## config.mk

```make
export PLATFORM = sky130hd
export DESIGN_NAME = brick_operand_sequencer
export DESIGN_NICKNAME = d
export VERILOG_FILES = /design/src/rtl/brick_operand_sequencer_pkg.sv /design/src/rtl/brick_operand_sequencer_brick_pack.sv /design/src/rtl/brick_operand_sequencer.sv
export SDC_FILE = /design/constraint.sdc
export NUM_CORES = 1
export LEC_CHECK = 0
export ABC_CLOCK_PERIOD_IN_PS = 9500
export CAP_MARGIN = 10
export CELL_PAD_IN_SITES_DETAIL_PLACEMENT = 1
export CELL_PAD_IN_SITES_GLOBAL_PLACEMENT = 2
export CORE_ASPECT_RATIO = 1.25
export CORE_MARGIN = 2
export CORE_UTILIZATION = 32
export CTS_BUF_LIST = sky130_fd_sc_hd__clkbuf_16
export CTS_CLUSTER_SIZE = 12
export DETAILED_ROUTE_END_ITERATION = 16
export PLACE_DENSITY = 0.83
export SETUP_SLACK_MARGIN = 0.02
export SLEW_MARGIN = 20
export SYNTH_ARGS = -nofsm -noshare
export SYNTH_HDL_FRONTEND = slang
export SYNTH_SLANG_ARGS = --single-unit
```

## constraint.sdc

```tcl
create_clock -name i_clk -period 9.5 [get_ports i_clk]
set_clock_uncertainty 0.2 [all_clocks]
set_input_delay 1.9 -clock i_clk [delete_from_list [all_inputs] [get_ports i_clk]]
set_output_delay 1.9 -clock i_clk [all_outputs]
set_load 0.03 [all_outputs]
```

## src/rtl/brick_operand_sequencer_pkg.sv

```systemverilog
// Shared constants, state/pass encodings and shift lookup for the
// bit-brick operand sequencer.
package brick_operand_sequencer_pkg;

  localparam int unsigned LANES   = 16;
  localparam int unsigned BRICK_W = 2;
  localparam int unsigned OP_W    = 2 * BRICK_W;
  localparam int unsigned PACK_W  = LANES * BRICK_W;

  localparam logic [3:0] SH0 = 4'd0;
  localparam logic [3:0] SH2 = 4'd2;
  localparam logic [3:0] SH4 = 4'd4;

  typedef enum logic {IDLE, ISSUE} state_t;

  // Pass naming: first letter = activation brick, second = weight brick.
  typedef enum logic [1:0] {P_LL, P_HL, P_LH, P_HH} pass_t;

  function automatic logic [3:0] pass_shift(input pass_t p);
    case (p)
      P_LL:    return SH0;
      P_HH:    return SH4;
      default: return SH2;
    endcase
  endfunction

endpackage

```

## src/rtl/brick_operand_sequencer_brick_pack.sv

```systemverilog
// Selects the low or high brick of every lane of an operand vector
// and packs the selected bricks densely.
module brick_pack
  import brick_operand_sequencer_pkg::*;
#(
  parameter int unsigned N_LANES = LANES,
  parameter int unsigned B_W     = BRICK_W
) (
  input  logic [N_LANES*2*B_W-1:0] vec,
  input  logic                     sel_hi,
  output logic [N_LANES*B_W-1:0]   bricks
);

  always_comb begin
    bricks = '0;
    for (int unsigned k = 0; k < N_LANES; k++) begin
      bricks[k*B_W +: B_W] = sel_hi ? vec[k*2*B_W + B_W +: B_W]
                                    : vec[k*2*B_W +: B_W];
    end
  end

endmodule

```

## src/rtl/brick_operand_sequencer.sv

```systemverilog
// Producer side of the bit-brick PE interface: captures one operand vector
// and issues its brick passes (4 in 4-bit mode, 1 in 2-bit mode).
module brick_operand_sequencer #(
  parameter int unsigned LANES   = 16,
  parameter int unsigned BRICK_W = 2
) (
  input  logic                       i_clk,
  input  logic                       i_rst,
  input  logic                       i_valid,
  output logic                       o_ready,
  input  logic [LANES*2*BRICK_W-1:0] i_act_vec,
  input  logic [LANES*2*BRICK_W-1:0] i_wgt_vec,
  input  logic                       i_A_signed,
  input  logic                       i_W_signed,
  input  logic                       i_mode_2b,
  output logic                       o_valid,
  input  logic                       i_out_ready,
  output logic [LANES*BRICK_W-1:0]   o_activation,
  output logic [LANES*BRICK_W-1:0]   o_weight,
  output logic                       o_A_signed,
  output logic                       o_W_signed,
  output logic [3:0]                 o_shift_amount,
  output logic [1:0]                 o_pass_idx,
  output logic                       o_last
);
  import brick_operand_sequencer_pkg::*;

  localparam int unsigned VEC_W = LANES * 2 * BRICK_W;
  localparam int unsigned PK_W  = LANES * BRICK_W;

  state_t             state, state_nxt;
  pass_t              pass_q, pass_nxt;
  logic               load;
  logic [VEC_W-1:0]   cap_act, cap_wgt;
  logic               cap_A, cap_W, cap_mode;
  logic               accept, advance;
  logic [VEC_W-1:0]   src_act, src_wgt;
  logic               src_A, src_W, src_mode;
  logic               act_hi, wgt_hi;
  logic [PK_W-1:0]    act_pk, wgt_pk;
  logic               nxt_A_s, nxt_W_s, nxt_last;
  logic [3:0]         nxt_shift;

  // Accepting on the last-pass handshake keeps back-to-back vectors bubble-free.
  assign o_ready = !i_rst && ((state == IDLE) || (o_last && i_out_ready));
  assign accept  = i_valid && o_ready;
  assign advance = o_valid && i_out_ready;

  // Pass 0 is built straight from the inputs on accept so it appears next cycle.
  assign src_act  = accept ? i_act_vec  : cap_act;
  assign src_wgt  = accept ? i_wgt_vec  : cap_wgt;
  assign src_A    = accept ? i_A_signed : cap_A;
  assign src_W    = accept ? i_W_signed : cap_W;
  assign src_mode = accept ? i_mode_2b  : cap_mode;

  brick_pack #(.N_LANES(LANES), .B_W(BRICK_W)) u_pack_act (
    .vec    (src_act),
    .sel_hi (act_hi),
    .bricks (act_pk)
  );

  brick_pack #(.N_LANES(LANES), .B_W(BRICK_W)) u_pack_wgt (
    .vec    (src_wgt),
    .sel_hi (wgt_hi),
    .bricks (wgt_pk)
  );

  always_ff @(posedge i_clk or posedge i_rst) begin
    if (i_rst) begin
      state          <= IDLE;
      pass_q         <= P_LL;
      cap_act        <= '0;
      cap_wgt        <= '0;
      cap_A          <= 1'b0;
      cap_W          <= 1'b0;
      cap_mode       <= 1'b0;
      o_valid        <= 1'b0;
      o_activation   <= '0;
      o_weight       <= '0;
      o_A_signed     <= 1'b0;
      o_W_signed     <= 1'b0;
      o_shift_amount <= '0;
      o_pass_idx     <= '0;
      o_last         <= 1'b0;
    end else begin
      state   <= state_nxt;
      o_valid <= (state_nxt == ISSUE);
      if (accept) begin
        cap_act  <= i_act_vec;
        cap_wgt  <= i_wgt_vec;
        cap_A    <= i_A_signed;
        cap_W    <= i_W_signed;
        cap_mode <= i_mode_2b;
      end
      if (load) begin
        pass_q         <= pass_nxt;
        o_activation   <= act_pk;
        o_weight       <= wgt_pk;
        o_A_signed     <= nxt_A_s;
        o_W_signed     <= nxt_W_s;
        o_shift_amount <= nxt_shift;
        o_pass_idx     <= pass_nxt;
        o_last         <= nxt_last;
      end
    end
  end

  always_comb begin
    state_nxt = state;
    pass_nxt  = pass_q;
    load      = 1'b0;
    case (state)
      IDLE:    if (accept) state_nxt = ISSUE;
      ISSUE:   if (advance && o_last && !accept) state_nxt = IDLE;
      default: state_nxt = IDLE;
    endcase
    if (accept) begin
      pass_nxt = P_LL;
      load     = 1'b1;
    end else if (advance && !o_last) begin
      load = 1'b1;
      case (pass_q)
        P_LL:    pass_nxt = P_HL;
        P_HL:    pass_nxt = P_LH;
        default: pass_nxt = P_HH;
      endcase
    end
  end

  always_comb begin
    act_hi    = !src_mode && ((pass_nxt == P_HL) || (pass_nxt == P_HH));
    wgt_hi    = !src_mode && ((pass_nxt == P_LH) || (pass_nxt == P_HH));
    nxt_A_s   = src_A && (src_mode || act_hi);
    nxt_W_s   = src_W && (src_mode || wgt_hi);
    nxt_shift = src_mode ? SH0 : pass_shift(pass_nxt);
    nxt_last  = src_mode || (pass_nxt == P_HH);
  end

endmodule

```

; ---- After elaboration in Yosys (flattened, before gate mapping)
; Cells that the tools add are included.
[totals]
register_bits = 205
inputBits = 135
elab_cells = 88
[classes]
reduce_logical = 23
mux = 47
bitwise = 1
n_eq_ne = 4
[ops]
columns = operator, n
row1 = $mux 64, 2
row2 = $mux 2, 34
row3 = $logic_and 1x1->1, 11
row4 = $mux 1, 7
row5 = $logic_or 1x1->1, 6
row6 = $pmux 3 s2, 1
row7 = $eq 2x1->1 const B, 2
row8 = $eq 2x2->1 const B, 2
row9 = $logic_not 1->1, 4
row10 = $logic_not 2->1, 2
row11 = $mux 4, 1
row12 = $pmux 2 s2, 1
row13 = $pmux 1 s2, 1
row14 = $not 1->1, 1

; ---- Depth between registers and ports, before layout
[depth]
depth_word = 10
mapped_depth = 12

; ---- By module
; From an unflattened synthesis, not the netlist that was laid out.
[unflattened]
hier_cells = 809
area_unflattened_um2 = 9048.7
[by_module_without_submodules]
columns = module, area_each_um2, cells_per_inst, n_inst
row1 = brick_operand_sequencer, 7960.1, 737, 1
row2 = brick_pack, 544.3, 36, 2

; ---- Worst setup path after synthesis
; OpenSTA, ideal clock, no wires.
[synth_path]
path_kind = in2reg
startpoint = in i_rst
endpoint = reg o_weight[0]
t_arrival_ps = 4264
stages = 12
t_required_ps = 9196
slack_ps = 4932
setup_ps = 104
cell_sequence = nand2b_1 -> nor2_2 -> buf_2 -> buf_1 -> a21oi_1 -> ha_1 -> nor2_1 -> or2_2 -> clkbuf_1 -> clkbuf_1 -> nor3_1 -> o41ai_2
[synth_via]
elab_chain_len = 8
word_cells_on_any_way = 13
[synth_rtl]
columns = element, line
row1 = from (decl), brick_operand_sequencer.sv:8  ; input logic i_rst,
row2 = $logic_not 1->1 (no source line) (*), n/a
row3 = $logic_and 1x1->1 (*), brick_operand_sequencer.sv:45  ; assign o_ready = !i_rst && ((state == IDLE) || (o_last && i_out_ready));
row4 = $logic_and 1x1->1 (*), brick_operand_sequencer.sv:46  ; assign accept = i_valid && o_ready;
row5 = $mux 2 (*), brick_operand_sequencer.sv:117  ; if (accept) begin
row6 = net pass_nxt[1], brick_operand_sequencer.sv:32  ; pass_t pass_q, pass_nxt;
row7 = $eq 2x2->1, brick_operand_sequencer.sv:132  ; wgt_hi = !src_mode && ((pass_nxt == P_LH) || (pass_nxt == P_HH));
row8 = $logic_or 1x1->1 (*), brick_operand_sequencer.sv:132
row9 = $logic_and 1x1->1 (*), brick_operand_sequencer.sv:132
row10 = $mux 2 (*), brick_operand_sequencer_brick_pack.sv:17  ; bricks[k*B_W +: B_W] = sel_hi ? vec[k*2*B_W + B_W +: B_W]
row11 = to (signal assigned), brick_operand_sequencer.sv:98  ; o_weight <= wgt_pk;
row12 = to (decl), brick_operand_sequencer.sv:19  ; output logic [LANES*BRICK_W-1:0] o_weight,
; The timed path passes the listed nets; every way through them passes the cells marked *.
; A chain may end at the register's enable or synchronous reset.

; ---- Worst setup path in the final report
[layout_path]
startpoint = in i_out_ready
endpoint = out o_ready
[layout_via]
elab_chain_len = 3
[layout_rtl]
columns = element, line
row1 = from (decl), brick_operand_sequencer.sv:17  ; input logic i_out_ready,
row2 = $logic_and 1x1->1, brick_operand_sequencer.sv:45
row3 = $logic_or 1x1->1, brick_operand_sequencer.sv:45
row4 = $logic_and 1x1->1, brick_operand_sequencer.sv:45
row5 = to (decl), brick_operand_sequencer.sv:10  ; output logic o_ready,
; No other way between the ends.

==> summary.txt <==
Global routing
  • Vias in the first global route: 8,172
  • First-pass GRT wire length: 45.3 mm
  • Grt total ovfl: 0
  • All-Layer GR Usage: 18.4%
  • Pin count of the biggest net entering global routing: between 100 and 150
  • Initial antenna violation count: 1

Clock network
  • Worst-skew pair later-pin latency: around 0.51 ns
  • Cts repair resizes: 0
  • Number of H-tree levels: 1
  • CTS Buf Count: 24
  • Clock Tree Root: clkbuf_16
  • Clk buf depth: 3
  • CTS tree: yes
  • Reg clk slew, reported paths: 0.06 ns
  • CTS sink count: between 200 and 250
  • Post-CTS Hold Buffers: 0
  • Setup Fix Bufs, Post-CTS: 0

Worst setup path
  • Worst setup path end: o_ready
  • FF-to-FF Start: state
  • Reg2reg setup slack: 5.70 ns
  • Crit path DAT: between 3 and 4 ns
  • Critical path endpoint category: output port
  • CP Launch Type: input port
  • Worst R2R Path Depth: 8
  • RR Endpoint: o_weight[6]
  • Setup CP Type: in2out
  • CP Max Fanout: 6
  • Crit. Startpoint: i_out_ready
  • WP data required: between 7 and 8 ns

Routing
  • Drt first-iter violations: 289
  • Detail Route Antenna Nets: 0
  • Via density: approximately 5
  • Post-DR wirelength/cell: between 15 and 20 um
  • Met3 routed WL: between 1 and 1.5 mm
  • DRC: 0
  • Max Used Layer: met5
  • M1 wire length: about 13 mm
  • Vias: about 7,600
  • Post-Route WL: 28.7 mm
  • Initial DRT Pass Iterations: 4
  • Metal2 WL: around 14 mm

Place
  • Worst slack at placement: approximately 3.5 ns
  • Final Wtd Congestion: roughly 0.73
  • Cells after DPL: approximately 1,500
  • Placed Instance Area: about 0.012 sq mm
  • Detailed placement HPWL: ~18 mm
  • Port bufs: 207

Floorplan
  • Ports: 210
  • Die Y: slightly below 200 um
  • Die span in x: about 160 um
  • Die Area: 0.0311 sq mm
  • Initial Utilization: between 30 and 40%
  • Core Region: 0.0293 sq mm
  • FP Rows: 70

Layout
  • Commonest cells after routing, fill and taps aside: 263 x nand2_1, 207 x clkdlybuf4s50_1, 203 x dfrtp_1
  • Ant diodes: 0
  • Share of cells above drive strength 1: between 10% and 20%
  • Non-Filler Instances: 1,492
  • Area Growth Syn to Fin: 32.0%
  • Design Area, Final: 0.0126 sq mm
  • # fillers: 3,275
  • Most common cell after layout, fill and taps aside: nand2_1
  • Nets: about 1,200

Synth
  • Top FF cell, synth: dfrtp_1
  • Synth cell types: 49
  • Post-Syn Area: 0.00951 sq mm
  • Post-synth top area share: between 50% and 60%
  • Top post-synthesis cells by area: dfrtp_1 53%, nand2_1 10%, o41ai_2 5.1%, a221oi_2 4.9%, mux2i_1 3.5%
  • Number of synthesized flops with an enable pin: 0
  • Yosys reg bits: approximately 200
  • Async S/R FF share, synth: 100%
  • Syn Area/Cell: a little over 10 sq um
  • Synthesized instance count: ~920
  • Sequential area share after synthesis: a little over half
  • Synth area leader: dfrtp_1
  • Yosys warns: 0

Timing
  • Final Hold Vio Count: 0
  • Total negative setup slack: 0 ns
  • WHS: 0.274 ns
  • Count of final setup violators: 0
  • Tcrit/Tclk final: about three fifths
  • Final period demand of the worst path: a little under 6 ns
  • Slew HR: between 20% and 30%
  • Fin worst setup slack: roughly 3.7 ns
  • Final Max Slew Viols: 0
  • Worst slew pin tran: between 1 and 1.5 ns
  • RSZ-0062 raised after global routing: no
  • Fmax: approximately 170 MHz

Pwr
  • Worst vdd ir: about 0.14 mV
  • Sequential power share: between 30% and 40%
  • Power per cell area: between 300 and 400 mW/mm^2
  • Switching power: between 1500 and 2000 uW
  • Internal power: approximately 2500 uW
  • LEAKAGE: roughly 0.006 uW
  • Sw frac: approximately 40%
  • Clk pwr share: a little over a fifth
  • Logic pwr share: a little over two fifths

Hold path
  • Hold WC Path Type: reg2reg

Status
  • Status: finished, final reports clean

Run
  • Max Cap Violations: 0
-- cells in the mapped netlist (2+ instances only) --
| master | count |
|---|---|
| o41ai_1 | 2 |
| o41ai_2 | 30 |
| buf_2 | 28 |
| ha_1 | 3 |
| o311ai_1 | 20 |
| nor3_1 | 64 |
| o311ai_0 | 12 |
| nand4_1 | 32 |
| a221oi_1 | 2 |
| buf_6 | 7 |
| o21ai_0 | 3 |
| a221oi_2 | 31 |
| and2_1 | 3 |
| inv_1 | 39 |
| a21o_1 | 32 |
| buf_4 | 6 |
| mux2i_1 | 33 |
| nand2b_1 | 3 |
| nand2_1 | 263 |
| dfrtp_1 | 203 |
| and3_1 | 33 |
| nor2_1 | 2 |
| clkbuf_1 | 39 |
| a21oi_1 | 2 |
-- per-stage QoR --
step	total power, uW	util (%)
2_1_floorplan	2700	-
3_5_place_dp	3360	40.4
5_1_grt	4480	42.9
4_1_cts	4270	42.9
3_3_place_gp	3300	40.4
6_report	4200	42.9
-- cell type report --
type / count / area, sq um / area share [%]
Clock buffer: 25 / 626 / 4.98
Inverter: 39 / 154 / 1.23
Timing Repair Buffer: 218 / 2150 / 17.2
Tap cell: 396 / 495 / 3.95
Sequential cell: 203 / 5080 / 40.4
Multi-Input combinational cell: 594 / 3930 / 31.3
Clock inverter: 17 / 124 / 0.986
-- power by group through the flow --
| stage | sequential (uW) | clock [uW] | combinational (uW) |
|---|---|---|---|
| after global routing | 1520 | 948 | 2010 |
| final | 1480 | 882 | 1840 |
| after floorplan | 1710 | 0 | 999 |
| after global placement | 1480 | 0 | 1830 |
| after detailed placement | 1490 | 0 | 1870 |
| after CTS | 1480 | 912 | 1880 |
-- state kept, by name (all words and copies together), names as in the netlist, 2 cells and up --
register / count
cap_act: 64
cap_wgt: 64
o_activation: 32
o_weight: 32
o_shift_amount: 2
pass_q: 2
-- how the worst min path moves through the flow --
| stage | start | to | cells after the start | slack, ns |
|---|---|---|---|---|
| 3_3_place_gp | cap_act[31] | cap_act[31] | 2 | 0.26 |
| 6_report | cap_act[34] | cap_act[34] | 2 | 0.27 |
| 2_1_floorplan | cap_act[12] | cap_act[12] | 2 | 0.24 |
| 3_5_place_dp | cap_act[38] | cap_act[38] | 2 | 0.26 |
| 5_1_grt | cap_wgt[47] | cap_wgt[47] | 2 | 0.30 |
| 4_1_cts | cap_wgt[35] | cap_wgt[35] | 2 | 0.28 |
-- critical path, stage by stage --
cell and delay, ns:
clkdlybuf4s50_1 0.54, a21boi_1 0.49, nor2_1 0.15, clkdlybuf4s50_1 0.63
-- per-layer routing --
| metal | global-route usage [%] | vias up |
|---|---|---|
| li1 | - | 3569 |
| met3 | 2.53 | 33 |
| met5 | 0 | - |
| met1 | 24.4 | 3812 |
| met2 | 32.0 | 179 |
| met4 | 3.87 | 2 |
-- logic make-up after synthesis --
kind of cell | after synthesis | synth area share, %
buffers and inverters | 121 | 5.95
AND/OR/NAND/NOR | 410 | 19.4
adder cells (fa/ha/maj) | 3 | 0.395
multiplexers | 34 | 3.59
flip-flops | 203 | 53.4
AO/OA/AOI/OAI | 145 | 17.3
other | 1 | 0.0394
(Power assumes the default switching activity.)
